[src/rtl/decoder_pkg.sv]
// rtl/decoder_pkg.sv - shared state encoding and one-hot helper for decoder_onehot_pipe
package decoder_pkg;

    typedef enum logic [1:0] {
        DEC_IDLE = 2'd0,
        DEC_HOLD = 2'd1,
        DEC_SCAN = 2'd2
    } dec_state_e;

    localparam int DEC_MAX_IN_W  = 8;
    localparam int DEC_MAX_OUT_W = 1 << DEC_MAX_IN_W;

    // Callers size-cast the argument up from IN_W and the result down to OUT_W.
    function automatic logic [DEC_MAX_OUT_W-1:0] onehot_of(input logic [DEC_MAX_IN_W-1:0] idx);
        logic [DEC_MAX_OUT_W-1:0] w;
        w      = '0;
        w[idx] = 1'b1;
        return w;
    endfunction

endpackage

[src/rtl/dec_scan_ctr.sv]
// rtl/dec_scan_ctr.sv - scan index and sweep counters with last-step flag
module dec_scan_ctr #(
    parameter int IN_W        = 3,
    parameter int SCAN_SWEEPS = 1
) (
    input  logic clk,
    input  logic rst,
    input  logic clear,
    input  logic step,
    output logic last_step
);

    localparam int SW_W = (SCAN_SWEEPS > 1) ? $clog2(SCAN_SWEEPS) : 1;
    localparam logic [IN_W-1:0] IDX_MAX   = '1;
    localparam logic [SW_W-1:0] SWEEP_MAX = SW_W'(SCAN_SWEEPS - 1);

    logic [IN_W-1:0] idx;
    logic [SW_W-1:0] sweep;

    always_ff @(posedge clk) begin
        if (rst || clear) begin
            idx   <= '0;
            sweep <= '0;
        end else if (step) begin
            idx <= idx + 1'b1;
            if (idx == IDX_MAX && sweep != SWEEP_MAX)
                sweep <= sweep + 1'b1;
        end
    end

    assign last_step = (idx == IDX_MAX) && (sweep == SWEEP_MAX);

endmodule

[src/rtl/decoder_onehot_pipe.sv]
// rtl/decoder_onehot_pipe.sv - registered one-hot decoder with handshakes; scan mode under DEC_SCAN_EN
module decoder_onehot_pipe
    import decoder_pkg::*;
#(
    parameter int IN_W        = 3,
    parameter int SCAN_SWEEPS = 1
) (
    input  logic                   clk,
    input  logic                   rst,
    input  logic                   en,
    input  logic                   in_valid,
    output logic                   in_ready,
    input  logic [IN_W-1:0]        in_sel,
    input  logic                   scan_start,
    output logic                   out_valid,
    input  logic                   out_ready,
    output logic [(1<<IN_W)-1:0]   out,
    output logic                   busy
);

    localparam int OUT_W = 1 << IN_W;

    dec_state_e       state_q, state_d;
    logic [OUT_W-1:0] out_q, out_d;
    logic             valid_q, valid_d;
    logic             accept, scan_go, last_step;

    assign in_ready = en && !rst && (state_q != DEC_SCAN) && (!valid_q || out_ready);
    assign accept   = in_valid && in_ready;

`ifdef DEC_SCAN_EN
    assign scan_go = scan_start && in_ready && !in_valid;
    assign busy    = (state_q == DEC_SCAN);

    dec_scan_ctr #(
        .IN_W        (IN_W),
        .SCAN_SWEEPS (SCAN_SWEEPS)
    ) u_scan_ctr (
        .clk       (clk),
        .rst       (rst),
        .clear     (scan_go),
        .step      (en && out_ready && state_q == DEC_SCAN),
        .last_step (last_step)
    );
`else
    logic unused_scan_start;
    assign unused_scan_start = scan_start;
    assign scan_go           = 1'b0;
    assign last_step         = 1'b0;
    assign busy              = 1'b0;
`endif

    always_comb begin
        state_d = state_q;
        out_d   = out_q;
        valid_d = valid_q;
        if (!en) begin
            state_d = DEC_IDLE;
            out_d   = '0;
            valid_d = 1'b0;
        end else if (accept) begin
            state_d = DEC_HOLD;
            out_d   = OUT_W'(onehot_of(DEC_MAX_IN_W'(in_sel)));
            valid_d = 1'b1;
        end else if (scan_go) begin
            state_d = DEC_SCAN;
            out_d   = OUT_W'(1);
            valid_d = 1'b1;
        end else begin
            case (state_q)
                DEC_HOLD: if (out_ready) begin
                    state_d = DEC_IDLE;
                    out_d   = '0;
                    valid_d = 1'b0;
                end
                DEC_SCAN: if (out_ready) begin
                    if (last_step) begin
                        state_d = DEC_IDLE;
                        out_d   = '0;
                        valid_d = 1'b0;
                    end else begin
                        // rotating wraps 0x80 back to 0x01 at each sweep boundary
                        out_d = {out_q[OUT_W-2:0], out_q[OUT_W-1]};
                    end
                end
                default: ;
            endcase
        end
    end

    always_ff @(posedge clk) begin
        if (rst) begin
            state_q <= DEC_IDLE;
            out_q   <= '0;
            valid_q <= 1'b0;
        end else begin
            state_q <= state_d;
            out_q   <= out_d;
            valid_q <= valid_d;
        end
    end

    assign out       = out_q;
    assign out_valid = valid_q;

endmodule
[config.mk]
export PLATFORM = sky130hd
export DESIGN_NAME = decoder_onehot_pipe
export DESIGN_NICKNAME = d
export VERILOG_FILES = /design/src/rtl/decoder_pkg.sv /design/src/rtl/dec_scan_ctr.sv /design/src/rtl/decoder_onehot_pipe.sv
export SDC_FILE = /design/constraint.sdc
export NUM_CORES = 1
export LEC_CHECK = 0
export ABC_CLOCK_PERIOD_IN_PS = 2900
export CORE_AREA = 2 2 39 41
export DETAILED_ROUTE_END_ITERATION = 16
export DIE_AREA = 0 0 41 43
export PLACE_DENSITY = 0.67
export SLEW_MARGIN = 20
export SYNTH_ARGS = -nofsm -noshare
export SYNTH_HDL_FRONTEND = slang
export SYNTH_SLANG_ARGS = --single-unit
[constraint.sdc]
create_clock -name clk -period 2.9 [get_ports clk]
set_input_delay 0.58 -clock clk [delete_from_list [all_inputs] [get_ports clk]]
set_output_delay 0.58 -clock clk [all_outputs]
set_load 0.03 [all_outputs]
Word level (Yosys, flattened, before mapping)
Cells that the tools add are included.
{"block": "word_totals", "regBits": 10, "input_bits": 9, "out_inout_bits": 11}
{"block": "op_classes", "order_cmp": 2, "n_eq_ne": 1, "muxes": 11, "n_bitwise": 1, "n_reduce_logical": 13}
{"operator": "$mux 8", "count": 3}
{"operator": "$lt 3x9->1 const B", "count": 1}
{"operator": "$mux 1", "count": 7}
{"operator": "$logic_and 1x1->1", "count": 4}
{"operator": "$reduce_and 2->1", "count": 2}
{"operator": "$reduce_bool 2->1", "count": 2}
{"operator": "$demux 1 s3", "count": 1}
{"operator": "$ge 3x1->1 const B", "count": 1}
{"operator": "$ne 3x3->1 const B", "count": 1}
{"operator": "$reduce_bool 3->1", "count": 1}
{"operator": "$logic_not 1->1", "count": 2}
{"operator": "$reduce_or 2->1", "count": 1}
{"operator": "$logic_or 1x1->1", "count": 1}
{"operator": "$not 1->1", "count": 1}

Logic depth before layout (Yosys ltp)
{"block": "depth", "depth_word": 6, "ltp_mapped": 4, "depth_no_buf": 3}

Worst setup path before layout
Ideal clock, no wire load.
{"block": "synth_timing", "path_type": "input -> output", "startpoint": "input rst", "endpoint": "output in_ready", "t_arrival_ps": 1240, "required_time_ps": 2320, "path_slack_ps": 1080, "cell_stages": 2, "path_buffers": 0, "path_cell_list": "nand2b_4 nor2_1"}
{"block": "synth_via", "elab_chain_len": 3}
{"element": "from (decl)", "line": "decoder_onehot_pipe.sv:9", "rtl": "input logic rst,"}
{"element": "$logic_not 1->1", "line": "decoder_onehot_pipe.sv:28", "rtl": "assign in_ready = en && !rst && (state_q != DEC_SCAN) && (!valid_q || out_ready);"}
{"element": "$logic_and 1x1->1 (2 in series)", "line": "decoder_onehot_pipe.sv:28"}
{"element": "to (decl)", "line": "decoder_onehot_pipe.sv:12", "rtl": "output logic in_ready,"}
Every way passes these cells.

Worst setup path after layout
{"block": "layout_timing", "startpoint": "input en", "endpoint": "output in_ready"}
{"block": "layout_via", "elab_chain_len": 2}
{"element": "from (decl)", "line": "decoder_onehot_pipe.sv:10", "rtl": "input logic en,"}
{"element": "$logic_and 1x1->1 (2 in series)", "line": "decoder_onehot_pipe.sv:28"}
Every way passes these cells.

==> results.py <==
metrics = {
    "critical_path": {
        "rr_startpoint": "out_valid$_SDFFE_PP0P_",
        "startpoint": "en",
        "crit_type": "input port to primary output",
        "rrSetupSlack_ns": 1.78,
        "timing.rr.end": "out[7]$_SDFFE_PP0P_",
        "endpoint": "in_ready",
        "timing.critical_path.to_type": "primary output",
        "worstPathMaxFanout": 4,
        "rr_worst_depth": 4,
        "crit_arrival_ns": 1.96,
        "start_kind": "input port",
        "crit_required_ns": 2.32,
    },
    "clock_tree": {
        "htreeDepth": 1,
        "clk_transition_reported_paths_ns": 0.06,
        "cts_tree": "yes",
        "postCtsSetupRepairBufs": 0,
        "cts_buffers": 3,
        "cts-resized-gates": 0,
        "cts_hold_buf": 0,
        "root_buffer": "clkbuf_4",
        "cts.sinks": 9,
        "insertion_delay_ns": 0.26,
        "clock_path_buffers": 2,
    },
    "route": {
        "wl_microns": 690,
        "drtIter0Drc": 4,
        "dr.pass1.iters": 4,
        "avgRoutedWirePerCell_microns": 9.86,
        "ant_nets": 0,
        "vias_per_cell": 4.59,
        "vias": 321,
        "drc": 0,
    },
    "die": {
        "core-area_sq_mm": 0.00138,
        "dieWidth_microns": 41,
        "fp.dieH_microns": 43,
        "initial_utilization": 0.269,
        "rows": 14,
        "die_area_sq_mm": 0.00176,
        "io_pins": 20,
    },
    "yosys": {
        "synthCells": 34,
        "yosys.area.top_type": "dfxtp_1",
        "syn_nets": 43,
        "yosys.area.top_type_share": 0.483,
        "ys_seq_area_frac": 0.483,
        "syn-mean-instance-area_sq_um": 11.0,
        "syn_area_sq_um": 373,
        "synth_cell_types": 14,
        "synth_seq_cells": 9,
        "synth_top_cells_by_area": "dfxtp_1, a32o_1, a22o_1, nor2_1, nand2b_4",
        "yosysWarningCount": 0,
    },
    "sta": {
        "rsz0062_at_grt": "no",
        "hold_viol_final": 0,
        "finalSetupViolations": 0,
        "min_period_ns": 2.54,
        "fmax_mhz": 393,
        "period_share": 0.877,
        "fin_skew_ns": 0.00333,
        "hold_slack_ns": 0.465,
        "tns_ns": 0,
        "slew_viol_final": 0,
    },
    "power_and_ir_drop": {
        "p_leak_nw": 0.236,
        "total_power_mw": 0.259,
        "power_density_mw_per_mm2": 447,
        "irDropWorstVdd_v": 0.000190,
    },
    "job": {
        "maxCapViolCount": 0,
    },
    "place": {
        "dpl.cell_count": 66,
        "globalplace.congestion": 0.726,
        "io_buffers": 17,
    },
    "min_path": {
        "whs_path_depth": 1,
        "hold_class": "flop to flop",
    },
    "final_layout": {
        "final_cells": 70,
        "fill_cells": 149,
        "synthToLayoutAreaGrowth_pct": 55.4,
        "final_layout_size_suffix_gt1_frac": 0.148,
        "nets": 64,
        "diodes": 0,
        "final_util": 0.419,
    },
    "global_routing": {
        "track_usage": 0.107,
        "antenna_found_initial": 0,
        "overflow": 0,
        "grt_max_degree": 9,
        "grt_pass1_vias": 295,
        "grt_pass1_wl_mm": 1.21,
    },
    "outcome": {
        "status": "complete, no violations",
    },
}
## critical path: stages
cell and delay [ns]:
clkdlybuf4s50_1 0.50, nand2b_4 0.07, nor2_1 0.12, clkdlybuf4s50_1 0.69
## cells in the mapped netlist, drive strengths merged
cell type	count
nor2b	3
nor2	5
conb	1
nand2	1
o21ba	1
nor3	1
buf	2
dfxtp	9
nand2b	1
a22o	4
and3	2
a32o	4
## flip-flops by register name, indices dropped and copies added (netlist names)
signal and flops:
out 8, out_valid 1
## per-stage QoR
step / setup WS [ns] / instance area [sq um]
2_1_floorplan: 1.08 / 373
3_3_place_gp: 0.342 / 552
3_5_place_dp: 0.353 / 552
4_1_cts: 0.340 / 579
5_1_grt: 0.288 / 579
6_report: 0.358 / 579
## cells in the final DEF (no fill, tap or decap)
master,count
clkdlybuf4s50_1,17
dfxtp_1,9
nor2_1,5
a32o_1,4
a22o_1,4
clkbuf_4,3
nor2b_1,2
and3_1,2
nor2b_4,1
nand2b_4,1
nor3_2,1
o21ba_1,1
nand2_1,1
conb_1,1
clkinv_2,1
buf_4,1
## kinds of logic after synthesis
| family | after synthesis | synth area share |
|---|---|---|
| simple gates | 13 | 0.228 |
| compound gates | 9 | 0.228 |
| flops | 9 | 0.483 |
| buf+inv | 2 | 0.0503 |
| other cells | 1 | 0.0101 |
## layout make-up
class,instances,area [sq um],area share
Clock inverter,1,5.00,0.00864
Timing Repair Buffer,18,178,0.307
Clock buffer,3,22.5,0.0389
Sequential cell,9,180,0.311
Multi-Input combinational cell,23,174,0.300
Tap cell,16,20.0,0.0346
## metal layers
| layer | global-route usage | up-vias | wire [microns] |
|---|---|---|---|
| met1 | 0.136 | 140 | 336 |
| met2 | 0.131 | 17 | 284 |
| met4 | 0.0400 | 0 | 0 |
| met5 | 0 | - | 0 |
| li1 | - | 164 | - |
| met3 | 0.0838 | 0 | 69 |
## worst min path at each step
stage | start | end | slack [ns]
2_1_floorplan | out[0]$_SDFFE_PP0P_ | out[0]$_SDFFE_PP0P_ | 0.67
3_3_place_gp | out[1]$_SDFFE_PP0P_ | out[1]$_SDFFE_PP0P_ | 0.45
3_5_place_dp | out[1]$_SDFFE_PP0P_ | out[1]$_SDFFE_PP0P_ | 0.46
4_1_cts | out[1]$_SDFFE_PP0P_ | out[1]$_SDFFE_PP0P_ | 0.47
5_1_grt | out[0]$_SDFFE_PP0P_ | out[0]$_SDFFE_PP0P_ | 0.50
6_report | out[1]$_SDFFE_PP0P_ | out[1]$_SDFFE_PP0P_ | 0.47
## power by group
part           switching (mW)  internal [mW]
sequential            0.00114          0.126
combinational          0.0191         0.0195
clock                  0.0428         0.0508
total                  0.0630          0.196
Power figures use the tool's default switching activity.
